File: config.mk
export PLATFORM = sky130hd
export DESIGN_NAME = cfg_port_arbiter
export DESIGN_NICKNAME = d
export VERILOG_FILES = /design/src/rtl/cfg_port_arbiter.sv
export SDC_FILE = /design/constraint.sdc
export NUM_CORES = 1
export LEC_CHECK = 0
export CAP_MARGIN = 10
export CORE_ASPECT_RATIO = 0.9
export CORE_MARGIN = 3
export CORE_UTILIZATION = 40
export CTS_CLUSTER_SIZE = 28
export DETAILED_ROUTE_END_ITERATION = 8
export PLACE_DENSITY_LB_ADDON = 0.08
export SLEW_MARGIN = 20
export SYNTH_ARGS = -nofsm -noshare
export SYNTH_HDL_FRONTEND = slang
export SYNTH_SLANG_ARGS = --single-unit
export TNS_END_PERCENT = 30
File: constraint.sdc
create_clock -name clk -period 2.1 [get_ports clk]
set_clock_uncertainty 0.2 [all_clocks]
set_input_delay 0.42 -clock clk [delete_from_list [all_inputs] [get_ports clk]]
set_output_delay 0.42 -clock clk [all_outputs]
set_load 0.005 [all_outputs]
File: src/rtl/cfg_port_arbiter.sv
// Shares one config-space read port among three requesters using round-robin
// arbitration. A read that gets no completion within TIMEOUT_CYCLES is aborted.
module cfg_port_arbiter #(
    parameter int unsigned TIMEOUT_CYCLES = 256
) (
    input  logic        clk,
    input  logic        rst,
    input  logic [2:0]  i_req,
    input  logic [9:0]  i_addr0,
    input  logic [9:0]  i_addr1,
    input  logic [9:0]  i_addr2,
    output logic [2:0]  o_ack,
    output logic [31:0] o_data,
    output logic        o_timeout,
    output logic [2:0]  o_grant,
    output logic        o_busy,
    output logic [9:0]  o_cfg_dwaddr,
    output logic        o_cfg_rd_en,
    input  logic [31:0] i_cfg_do,
    input  logic        i_cfg_rd_wr_done
);
    // Handshakes: i_req[n] is a level held until o_ack[n] pulses for one cycle
    // (o_data is valid in that cycle); i_cfg_rd_wr_done is a level that must fall
    // before the port is released to the next requester.
    typedef enum logic [1:0] {
        IDLE      = 2'd0,
        ISSUE     = 2'd1,
        WAIT_DONE = 2'd2,
        RELEASE   = 2'd3
    } state_t;

    localparam logic [15:0] COUNT_LAST = 16'(TIMEOUT_CYCLES - 1);

    state_t      state, state_nxt;
    logic [1:0]  last_grant, last_grant_nxt;
    logic [15:0] count, count_nxt;
    logic [2:0]  ack_nxt, grant_nxt;
    logic [31:0] data_nxt;
    logic        timeout_nxt, busy_nxt, rd_en_nxt;
    logic [9:0]  dwaddr_nxt;
    logic [1:0]  cand0, cand1, cand2, pick;
    logic        pick_valid;
    logic        count_done;

    function automatic logic [1:0] rr_next(input logic [1:0] idx);
        return (idx == 2'd2) ? 2'd0 : idx + 2'd1;
    endfunction

    assign count_done = (count == COUNT_LAST);

    // Search order starts just after the previous winner.
    always_comb begin
        cand0      = rr_next(last_grant);
        cand1      = rr_next(cand0);
        cand2      = rr_next(cand1);
        pick       = cand0;
        pick_valid = 1'b1;
        if (i_req[cand0])      pick = cand0;
        else if (i_req[cand1]) pick = cand1;
        else if (i_req[cand2]) pick = cand2;
        else                   pick_valid = 1'b0;
    end

    always_ff @(posedge clk) begin
        if (rst) begin
            state        <= IDLE;
            last_grant   <= 2'd2;
            count        <= 16'd0;
            o_ack        <= 3'b000;
            o_data       <= 32'd0;
            o_timeout    <= 1'b0;
            o_grant      <= 3'b000;
            o_busy       <= 1'b0;
            o_cfg_dwaddr <= 10'd0;
            o_cfg_rd_en  <= 1'b0;
        end else begin
            state        <= state_nxt;
            last_grant   <= last_grant_nxt;
            count        <= count_nxt;
            o_ack        <= ack_nxt;
            o_data       <= data_nxt;
            o_timeout    <= timeout_nxt;
            o_grant      <= grant_nxt;
            o_busy       <= busy_nxt;
            o_cfg_dwaddr <= dwaddr_nxt;
            o_cfg_rd_en  <= rd_en_nxt;
        end
    end

    always_comb begin
        state_nxt = state;
        case (state)
            IDLE:      if (pick_valid) state_nxt = ISSUE;
            ISSUE:     state_nxt = WAIT_DONE;
            WAIT_DONE: if (i_cfg_rd_wr_done || count_done) state_nxt = RELEASE;
            RELEASE:   if (!i_cfg_rd_wr_done) state_nxt = IDLE;
            default:   state_nxt = IDLE;
        endcase
    end

    // Next values of the registered outputs; a completion beats a coincident timeout.
    always_comb begin
        grant_nxt      = o_grant;
        dwaddr_nxt     = o_cfg_dwaddr;
        data_nxt       = o_data;
        last_grant_nxt = last_grant;
        count_nxt      = count;
        ack_nxt        = 3'b000;
        timeout_nxt    = 1'b0;
        rd_en_nxt      = 1'b0;
        busy_nxt       = (state_nxt != IDLE);
        case (state)
            IDLE: begin
                if (pick_valid) begin
                    grant_nxt      = 3'b001 << pick;
                    last_grant_nxt = pick;
                    case (pick)
                        2'd0:    dwaddr_nxt = i_addr0;
                        2'd1:    dwaddr_nxt = i_addr1;
                        default: dwaddr_nxt = i_addr2;
                    endcase
                end
            end
            ISSUE: begin
                count_nxt = 16'd0;
                rd_en_nxt = 1'b1;
            end
            WAIT_DONE: begin
                if (i_cfg_rd_wr_done) begin
                    data_nxt = i_cfg_do;
                    ack_nxt  = o_grant;
                end else if (count_done) begin
                    data_nxt    = 32'hFFFF_FFFF;
                    ack_nxt     = o_grant;
                    timeout_nxt = 1'b1;
                end else begin
                    count_nxt = count + 16'd1;
                    rd_en_nxt = 1'b1;
                end
            end
            RELEASE: begin
                if (!i_cfg_rd_wr_done) grant_nxt = 3'b000;
            end
            default: ;
        endcase
    end

endmodule

==> results by stage <==
Timing:
- The worst path needs between 2000 and 2500 ps of the cycle, external delays included.
- Hold timing on the final database bottoms out at a slack of between 200 and 250 ps.
- The transition at the pin with the smallest max-transition slack is 378 ps.
- The number of setup violations in the final report is 0.
- Dividing the final minimum period by the clock period gives 96.5%.
- The number of slew-limit violations in the final report is 0.
- The max-slew headroom at the worst pin is 74.7%.
- The maximum clock rate is 494 MHz.
- The hold violation total from the final report came to 0.

CTS:
- The setup fix buffers added after clock tree synthesis is 0.
- The number of buffers inserted during clock tree synthesis is 9.
- The buffer depth of the longest clock path is 2.
- The clock edge transition at the registers on the reported setup and hold paths is 80 ps.
- The tree is rooted in a sky130_fd_sc_hd__clkbuf_8.
- The number of hold buffers added after CTS is 0.
- The clock net sink count is 71.
- TritonCTS built the clock tree.
- For the worst-skew pair, the clock arrives at the later sink with an insertion delay of 340 ps.
- The clock tree synthesis step divided the H-tree into 3 levels.

Worst setup path:
- On the critical path the largest part of the delay comes from simple AND/OR/NAND/NOR gates.
- Walking the worst path, the cells encountered are ha_1 > and4_1 > and4_4 > buf_12 > or4_1 > a21oi_2.
- The number of cells on the critical path is 6.
- The capturing element type of the critical path is a flip-flop.
- On the critical path, the stage with the largest delay is an instance of sky130_fd_sc_hd__or4_1.
- In this run the worst path has a maximum fanout of 15.
- STA puts the critical path data required time at around 2200 ps.
- For this run, the slowest stage of the critical path takes 520 ps.
- Counting both buffers and inverters, the worst setup path holds a total of 1.
- The depth of the worst register-to-register path is 6.
- STA classifies the critical path startpoint as a flip-flop.
- The worst setup path is of the flip-flop to flip-flop kind.
- For the worst setup path, the data arrival time is roughly 2100 ps.

Detailed routing:
- The total wirelength of the detailed-routed design is 9280 um.
- Once detail routing completed, the nets flagged for antenna violations numbered 0.
- The detail-routed via count per cell is 5.28.
- The vias after detailed routing is approximately 3200.
- For this run, design rule violations remaining after detail routing come to 0.
- The routed length per placed instance is 15.3 um.
- The length of the first detailed-routing pass in iterations is 5.
- The DRC marker count from the first detailed-route iteration is 138.

Min path:
- The depth of the worst hold-timing path is 2.
- The path class of the tightest hold or removal check is primary input to flip-flop.

Power:
- The internal power of the cells totals approximately 3.2 mW.
- The proportion of power drawn by the clock network is 25.3%.
- Net switching is 30.9% of the power.
- The worst vdd rail ir drop is 0.000479 V.
- The analysis attributes to net switching a power of ~1.4 mW.
- The power share of the combinational group is 36.9%.
- For this design the static power due to leakage is around 1.8 nW.
- The total power divided by cell area is 939 nW/um^2.
- Registers are responsible for 37.9% of the overall power.

Yosys:
- By area the synthesized netlist is led by sky130_fd_sc_hd__dfxtp_1, sky130_fd_sc_hd__a211oi_1, sky130_fd_sc_hd__nor2_1.
- The largest area contributor in the netlist is sky130_fd_sc_hd__dfxtp_1.
- The synthesized cell area is 3220 sq um.
- The share of the yosys chip area belonging to registers is between 40% and 50%.
- In this run, synthesis produced a sequential element count of 71.
- In this run, synthesis inferred 0 flip-flops with an integrated enable.
- After synthesis, the mean cell area works out to between 8 and 9 sq um.
- For this run, the number of Yosys warnings is 0.
- The main combinational cell family by area after synthesis is compound AO/OA/AOI/OAI gates.
- The synthesized netlist net count is 437.
- The simple-gate share of the synthesized area is 18.8%.
- The most frequently used flop master after synthesis is sky130_fd_sc_hd__dfxtp_1.
- The fraction of synthesized cell area in xor and xnor cells is 0.272%.
- The proportion of netlist area held by the largest area contributor is 44.1%.
- The post-synthesis share of cell area spent on full adders, half adders and majority gates is between 1.5 and 2%.
- The most frequent cell after synthesis is sky130_fd_sc_hd__dfxtp_1.
- The mux cell area share after synthesis is 0.311%.
- The compound-gate portion of the synthesized area is between 20% and 30%.
- The synthesized instance count is 364.
- The netlist uses between 50 and 60 different library cells.
- The share of synthesized registers carrying an async set or reset is 0%.
- After synthesis, the most frequently instantiated cells are sky130_fd_sc_hd__dfxtp_1, sky130_fd_sc_hd__nor2_1, sky130_fd_sc_hd__inv_1, sky130_fd_sc_hd__a211oi_1, sky130_fd_sc_hd__a21oi_1.

Global route:
- The leftover overflow at the end of global routing is 0.
- The number of antenna violations at the first check in global routing is 0.
- The first-pass GRT wire length is about 15000 um.
- The largest net degree at the start of global routing is 33.
- The total routing usage reported by global routing is 20.3%.
- The via count of the first global-routing pass is 3189.

Final layout:
- In the final layout, the share of cells above drive strength 1 is about 15%.
- The post-layout instance area is ~5000 sq um.
- In the final design database the tool counted 578 nets.
- The layout overhead on the synthesized area is 53.7%.
- The final cell count without fillers is between 600 and 700.
- 0 antenna diodes ended up in the layout.

Placed design:
- Once placement finished, the instance area stood at about 4700 sq um.
- Once detailed placement completed, the half-perimeter wirelength came to 6660 um.
- At the end of routability-driven placement, the weighted congestion stood at 0.828.
- The number of port buffers is 118.
- The number of cells after detailed placement is about 600.

Floorplan:
- The core area is 7690 sq um.
- The die covers 9170 sq um.
- The initial core utilization is 41.9%.
- The vertical extent of the die is ~91 um.
- The number of placement rows is 30.
- 119 I/O pins were placed.
- From left edge to right edge, the die measures 101 um.

Status:
- The run finished with clean final reports.

Job:
- The number of maximum-capacitance violations is 0.
## power groups by stage
| stage | logic [mW] | clock network [mW] | registers, mW |
|---|---|---|---|
| 2_1_floorplan | 0.773 | 0 | 1.79 |
| 3_3_place_gp | 1.67 | 0 | 1.77 |
| 3_5_place_dp | 1.70 | 0 | 1.78 |
| 4_1_cts | 1.71 | 1.21 | 1.76 |
| 5_1_grt | 1.88 | 1.27 | 1.79 |
| 6_report | 1.71 | 1.18 | 1.76 |
## routing by layer
layer	share of wire, %	vias to the layer above	GRT usage (%)
met5	0	-	0
met4	2.0	0	8.87
met3	7.9	16	7.99
met2	47	99	31.3
met1	44	1471	24.8
li1	-	1609	-
## state kept, by name, summed over array words and instances, names as in the netlist
signal	cells
o_busy	1
o_cfg_rd_en	1
last_grant	2
o_ack	3
count	16
state	2
o_cfg_dwaddr	10
o_timeout	1
o_data	32
o_grant	3
## repair_timing
action	in CTS	in global routing
cloned	0	1
pin swaps	0	3
resized for setup	1	13
setup endpoints to repair	1	17
## stage by stage
| step | TNS [ps] | utilization, % | worst slack, ps | power, mW |
|---|---|---|---|---|
| final | 0 | 64.4 | 74.0 | 4.65 |
| after global routing | -12.6 | 64.4 | -12.6 | 4.94 |
| after CTS | 0 | 63.6 | 0.675 | 4.67 |
| after detailed placement | -5110 | 60.9 | -380 | 3.48 |
| after global placement | -3940 | 60.9 | -255 | 3.44 |
| after floorplan | 0 | - | 119 | 2.57 |
## cells in the final DEF (no fill, tap or decap), types with 4 or more instances in the layout
master                              n
sky130_fd_sc_hd__clkdlybuf4s50_1  115
sky130_fd_sc_hd__dfxtp_1           71
sky130_fd_sc_hd__nor2_1            44
sky130_fd_sc_hd__inv_1             40
sky130_fd_sc_hd__buf_4             33
sky130_fd_sc_hd__a211oi_1          32
sky130_fd_sc_hd__a21oi_1           19
sky130_fd_sc_hd__nand3_1           11
sky130_fd_sc_hd__a222oi_1          10
sky130_fd_sc_hd__o21ai_0           10
sky130_fd_sc_hd__nand2_1            9
sky130_fd_sc_hd__clkbuf_8           9
sky130_fd_sc_hd__o31ai_1            8
sky130_fd_sc_hd__nor3b_1            6
sky130_fd_sc_hd__o211ai_1           6
sky130_fd_sc_hd__a211oi_2           5
sky130_fd_sc_hd__or4_1              5
sky130_fd_sc_hd__or3_1              4
sky130_fd_sc_hd__ha_1               4
## final timing paths
path | slack (ps) | startpoint | to
min reg2reg | 250 | o_data[7] | o_data[7]
max reg2reg | 70 | count[0] | count[5]
min | 210 | rst | count[8]
max | 70 | count[0] | count[5]
## logic make-up after synthesis
kind of cell,after synthesis
xor+xnor,1
simple gates,111
mux,1
buf+inv,65
flops,71
compound gates,110
fa+ha+maj,5
## area by class of cell
type                            count  area, sq um
Clock inverter                      6         86.3
Clock buffer                        9          124
Tap cell                           96          120
Sequential cell                    71         1420
Fill cell                         659         2740
Inverter                           40          150
Multi-Input combinational cell    229         1560
Timing Repair Buffer              154         1490
No activity file was read; power rests on OpenSTA's default activity.
